File: src/rtl/fifo_uart_tx.sv
// fifo_uart_tx: drains an 8-bit FIFO one byte at a time and serializes each byte
// as a UART frame (start, 8 data bits LSB first, optional even parity, 1-2 stops).
module fifo_uart_tx #(
    parameter int CLKS_PER_BIT = 16,
    parameter int PARITY_EN    = 0,
    parameter int STOP_BITS    = 1
) (
    input  logic       clk,
    input  logic       rst,
    input  logic       en,
    input  logic       empty,
    input  logic [7:0] dout,
    output logic       rd,
    output logic       tx,
    output logic       busy,
    output logic       frame_done
);

    // Refuse to elaborate with a baud divider too small for a one-cycle
    // lookahead on frame_done, or with an unsupported stop-bit count.
    if (CLKS_PER_BIT < 2 || (STOP_BITS != 1 && STOP_BITS != 2)) begin : g_param_check
        $error("fifo_uart_tx: CLKS_PER_BIT must be >= 2 and STOP_BITS must be 1 or 2");
    end

    localparam int BW = (CLKS_PER_BIT > 1) ? $clog2(CLKS_PER_BIT) : 1;
    localparam logic [BW-1:0] BIT_LAST    = BW'(CLKS_PER_BIT - 1);
    localparam logic [BW-1:0] BIT_PRELAST = BW'(CLKS_PER_BIT - 2);
    localparam logic          STOP_LAST   = (STOP_BITS == 2);

    typedef enum logic [2:0] {
        IDLE,
        FETCH,
        START,
        DATA,
        PARITY,
        STOP
    } state_t;

    state_t        state;
    logic [BW-1:0] bcnt;
    logic [2:0]    bit_idx;
    logic          stop_cnt;
    logic [7:0]    shreg;
    logic          parity;

    // FIFO pop strobe: only from IDLE, never while empty, never during reset.
    assign rd   = rst && (state == IDLE) && en && !empty;
    assign busy = (state != IDLE);

    // Frame sequencer; tx and frame_done are loaded with the value they must
    // carry in the cycle the state register moves into.
    always_ff @(posedge clk or negedge rst) begin
        if (!rst) begin
            state      <= IDLE;
            bcnt       <= '0;
            bit_idx    <= 3'd0;
            stop_cnt   <= 1'b0;
            shreg      <= 8'h00;
            parity     <= 1'b0;
            tx         <= 1'b1;
            frame_done <= 1'b0;
        end else begin
            frame_done <= 1'b0;
            case (state)
                IDLE: begin
                    tx <= 1'b1;
                    if (en && !empty) begin
                        state <= FETCH;
                    end
                end

                FETCH: begin
                    shreg  <= dout;
                    parity <= ^dout;
                    bcnt   <= '0;
                    tx     <= 1'b0;
                    state  <= START;
                end

                START: begin
                    if (bcnt == BIT_LAST) begin
                        bcnt    <= '0;
                        bit_idx <= 3'd0;
                        tx      <= shreg[0];
                        state   <= DATA;
                    end else begin
                        bcnt <= bcnt + BW'(1);
                    end
                end

                DATA: begin
                    if (bcnt == BIT_LAST) begin
                        bcnt    <= '0;
                        shreg   <= shreg >> 1;
                        bit_idx <= bit_idx + 3'd1;
                        if (bit_idx == 3'd7) begin
                            if (PARITY_EN != 0) begin
                                tx    <= parity;
                                state <= PARITY;
                            end else begin
                                tx       <= 1'b1;
                                stop_cnt <= 1'b0;
                                state    <= STOP;
                            end
                        end else begin
                            tx <= shreg[1];
                        end
                    end else begin
                        bcnt <= bcnt + BW'(1);
                    end
                end

                PARITY: begin
                    if (bcnt == BIT_LAST) begin
                        bcnt     <= '0;
                        tx       <= 1'b1;
                        stop_cnt <= 1'b0;
                        state    <= STOP;
                    end else begin
                        bcnt <= bcnt + BW'(1);
                    end
                end

                STOP: begin
                    tx <= 1'b1;
                    if (bcnt == BIT_LAST) begin
                        bcnt <= '0;
                        if (stop_cnt == STOP_LAST) begin
                            stop_cnt <= 1'b0;
                            state    <= IDLE;
                        end else begin
                            stop_cnt <= 1'b1;
                        end
                    end else begin
                        bcnt <= bcnt + BW'(1);
                        if (stop_cnt == STOP_LAST && bcnt == BIT_PRELAST) begin
                            frame_done <= 1'b1;
                        end
                    end
                end

                default: begin
                    tx    <= 1'b1;
                    state <= IDLE;
                end
            endcase
        end
    end

endmodule

File: config.mk
export PLATFORM = sky130hd
export DESIGN_NAME = fifo_uart_tx
export DESIGN_NICKNAME = d
export VERILOG_FILES = /design/src/rtl/fifo_uart_tx.sv
export SDC_FILE = /design/constraint.sdc
export NUM_CORES = 1
export LEC_CHECK = 0
export ABC_AREA = 1
export CAP_MARGIN = 20
export CORE_AREA = 2 2 57 59
export CTS_CLUSTER_SIZE = 20
export DETAILED_ROUTE_END_ITERATION = 10
export DIE_AREA = 0 0 59 61
export HOLD_SLACK_MARGIN = 0.08
export PLACE_DENSITY = 0.71
export SETUP_SLACK_MARGIN = 0.4
export SLEW_MARGIN = 20
export SYNTH_ARGS = -nofsm -noshare
export SYNTH_HDL_FRONTEND = slang
export SYNTH_SLANG_ARGS = --single-unit
File: constraint.sdc
create_clock -name clk -period 1.3 [get_ports clk]
set_input_delay 0.26 -clock clk [delete_from_list [all_inputs] [get_ports clk]]
set_output_delay 0.26 -clock clk [all_outputs]
set_load 0.02 [all_outputs]
[Word-level counts from Yosys, hierarchy flattened]
Cells that the tools add are included.
Storage, ports and cells
  RAM bits: 0
  bits in latches: 0
  memories: 0
  bits in read-only memories: 0
  input port bits: 12
  register bits after elaboration: 21
Cells by class
  divide/modulo/power cells: 0
  bitwise logic cells: 1
  multiply operators: 0
  mux-type cells: 29
  $add $sub $neg: 2
  reductions and logical operators: 18
  shift operators: 0
  equality and inequality tests: 15
  magnitude comparators: 0
Operators with widths (number)
  $mux W3: 9
  $pmux W3 S6: 1
  $pmux W8 S2: 1
  $mux W1: 12
  $ne A2 B2 Y1 const B: 6
  $eq A3 B3 Y1 const B: 3
  $eq A4 B4 Y1 const B: 2
  $mux W8: 1
  $pmux W4 S2: 1
  $reduce_and A7 Y1: 1
  $eq A3 B2 Y1 const B: 2
  $pmux W3 S2: 1
  $reduce_and A3 Y1: 2
  $reduce_bool A2 Y1: 3
  $reduce_bool A3 Y1: 2
  $logic_and A1 B1 Y1: 5
  $reduce_and A5 Y1: 1
  $add A4 B1 Y4 const B: 1
  $mux W4: 1
  $pmux W1 S4: 1
  $reduce_or A4 Y1: 1
  $add A3 B1 Y3 const B: 1
  $eq A3 B1 Y1 const B: 1
  $logic_not A3 Y1: 1
  5 further kinds: 5

[Depth between registers and ports, before layout]
  depth in word-level cells: 5
  gate-level depth with buffers: 8
  gate-level depth less buffers: 7

[Worst setup path before layout]
No wires, ideal clock.
  path type: reg2out
  start: register state[0]
  end: output rd
  arrival time: 1169 ps
  path buffers: 1
  slack: -129 ps
  stages on the path, launching flop included: 5
  cells stage by stage: dfrtp_1 > buf_4 > nor2_1 > nand2_1 > nor2_1
On the way
  word-level cells in the longest chain between the ends: 4
Ends and longest elaborated chain
  from (decl): RTL line 39  | state_t state;
  from (signal assigned): RTL line 54  | state <= IDLE;
  from (signal assigned): RTL line 68  | state <= FETCH;
  from (signal assigned): RTL line 77  | state <= START;
  $logic_not A3 Y1: RTL line 47  | assign rd = rst && (state == IDLE) && en && !empty;
  $logic_and A1 B1 Y1 (3 in series): RTL line 47
  to (decl): RTL line 13  | output logic rd,
Every way passes these cells.

[Worst setup path after layout]
  start: register state[1]
  end: output rd
Same word-level chain as after synthesis.

==> qor.yml <==
sta:
  setup_viol: 12
  relSlewSlack_pct: 82.1
  finClkSkew_ps: 5.72
  hold_ws_ps: 376
  hold_viol: 0
  period_minus_slack_ps: 1420
  tightest_slew_ps: 268
  drv_slew: 0
  fin_crit_sh_pct: 109
  timing.fmax_mhz: 705
  rsz0062_at_grt: "yes"
  fin_ws_ps: -118
yosys:
  synth_seq_cells: 20
  synth_top_cells_by_count: "nand2_1 (37), dfrtp_1 (19), inv_1 (14)"
  yosysUniqueCellTypes: 27
  synth_edf_count: 0
  synthTopCellsByArea: "dfrtp_1 (41%), nand2_1 (12%), o21ai_0 (4.8%)"
  synth_nets: 152
  synth_top_area_cell: "dfrtp_1"
  yosysWarnings: 0
  synthFlopType: "dfrtp_1"
  yosysSeqAreaShare_pct: 43.4
  avgSynthCellArea_um2: 8.51
  syn-instance-count: 136
  yosysMostFrequentCell: "nand2_1"
  syn_area_um2: 1160
  async_reset_ff_share_pct: 100
  yosysTopAreaCellShare_pct: 41.1
grt:
  grt_overflow_total: 0
  grt_max_degree: 21
  first_global_vias: 1031
  grt_use_total_pct: 16.2
  antenna_found_initial: 0
  grt_first_pass_wirelength_um: 4390
power:
  power_mw: 4.04
  internal-power_mw: 2.24
  p_leak_nw: 0.858
  pwr-share-comb_pct: 66.2
  pwr-share-seq_pct: 25.9
  p_per_area_nw_per_um2: 2140
  clockPowerShare_pct: 7.9
  ir_drop_mv: 0.905
  p_sw_share_pct: 44.7
  p_sw_mw: 1.81
floorplanning:
  die_area_um2: 3600
  die_w_um: 59
  die_h_um: 61
  initial_core_util_pct: 39.2
  pin_count: 16
  core-area_um2: 2950
  num_rows: 20
setup_path:
  cpPeakStageDelay_ps: 450
  critPathLaunchType: "flip-flop"
  crit_fanout: 3
  endpoint_kind: "output pin"
  path_cells: "nor2_4, nand2_4, nor2_4, buf_6"
  critPathSlowestCell: "dfrtp_2"
  startpoint: "state[1]"
  cp_common_cell: "nor2_4"
  path_class: "flip-flop to output pin"
  cp.required_ps: 1040
  worstReg2RegStart: "state[0]"
  critPathArrivalTime_ps: 1160
clock_network:
  cts_sinks: 20
  cts_buffer_depth: 2
  numCtsBuffers: 3
  cts_root_buf: "clkbuf_4"
  tritoncts: "done"
  htreeDepth: 1
  insertion_delay_ps: 300
  clk_pin_slew_worst_paths_ps: 120
routing:
  drt_iter0_markers: 22
  drt-pass1-iter-count: 6
  wirelength_um: 2830
  routedWlPerCell_um: 12.9
  via_per_inst: 5.06
  num_vias: 1108
  ant_nets: 0
  drc: 0
placement:
  dp_hpwl_um: 1760
  dp_slack_ps: -616
  globalplace.congestion: 0.750
  place.port_buffers: 15
finish:
  area_growth_pct: 63.4
  drive_gt1_share_pct: 47.8
  diodes: 0
  final_core_util_pct: 64.0
  final_nets: 203
flow_run:
  drv_cap: 0
worst_hold_path:
  hold_class: "input port to asynchronous set/reset pin"
outcome:
  violations: "setup timing"
  run_status: "finished, violations left"
==> state kept, by name, indices dropped and copies added (netlist names) <==
register and cells:
state 3, tx 1, bit_idx 3, bcnt 4, frame_done 1, shreg 8
==> power by group through the flow <==
stage          clock network [mW]  logic, mW  registers [mW]
2_1_floorplan                   0       1.28            1.06
3_3_place_gp                    0       1.70            1.04
3_5_place_dp                    0       1.77            1.05
4_1_cts                     0.318       2.11            1.04
5_1_grt                     0.356       2.92            1.07
6_report                    0.320       2.68            1.05
==> layer usage <==
metal / part of all wire [%] / vias up / global-route usage, %
met5: 0 / - / 0
met4: 1.6 / 0 / 5.52
met3: 4.1 / 7 / 2.13
met2: 56 / 25 / 29.7
met1: 39 / 527 / 19.6
li1: - / 549 / -
==> logic make-up after synthesis <==
group,share of synthesized area [%]
AO/OA/AOI/OAI,11.0
XOR/XNOR,1.51
adder cells (fa/ha/maj),4.32
buffers and inverters,8.43
flip-flops,43.4
AND/OR/NAND/NOR,31.4
==> layout by cell type, fill, tap and decap left out, drive strengths merged, types with 2 or more instances in the layout <==
cell	synthesis	layout
nand2	41	42
buf	4	37
dfrtp	19	19
inv	14	14
o21ai	13	13
nor2	12	13
nand3	12	12
clkdlybuf4s50	0	11
o211ai	6	6
nand4	4	4
clkbuf	0	4
ha	4	4
xor2	2	2
==> critical path, delay by kind of cell, from the launching register on <==
kind,cells,cell delay (ps)
buffers and inverters,1,110
DFF,1,450
and+or+nand+nor,3,290
==> per-stage QoR <==
stage                     cell area, µm²  std cells  setup TNS, ps
final                               1890        219           -782
after floorplan                     1250        136              0
after global placement              1510        196          -1520
after global routing                1890        219          -2040
after CTS                           1680        211           -791
after detailed placement            1510        196          -1810
==> cell type report <==
class | count | area, µm²
Inverter | 15 | 61.3
Clock buffer | 4 | 26.3
Fill cell | 249 | 1060
Timing Repair Buffer | 48 | 453
Multi-Input combinational cell | 99 | 806
Sequential cell | 20 | 503
Tap cell | 33 | 41.3
==> timing repair <==
item | in CTS | in global routing
hold buffers | 0 | 0
pin swaps | 5 | 23
gates cloned | 1 | 1
endpoints found under the setup margin | 24 | 24
resized for setup | 37 | 40
buffers inserted | 10 | 7
==> path summary, 6_finish.rpt <==
check                             end  depth (start not counted)  slack, ps
max                                rd                          4       -120
min                          state[0]                          2        380
max reg2reg                  state[2]                         10        -90
min reg2reg                bit_idx[1]                          2        510
max in group asynchronous          tx                          2        650
min in group clk           bit_idx[1]                          2        510
(Power assumes the default switching activity.)
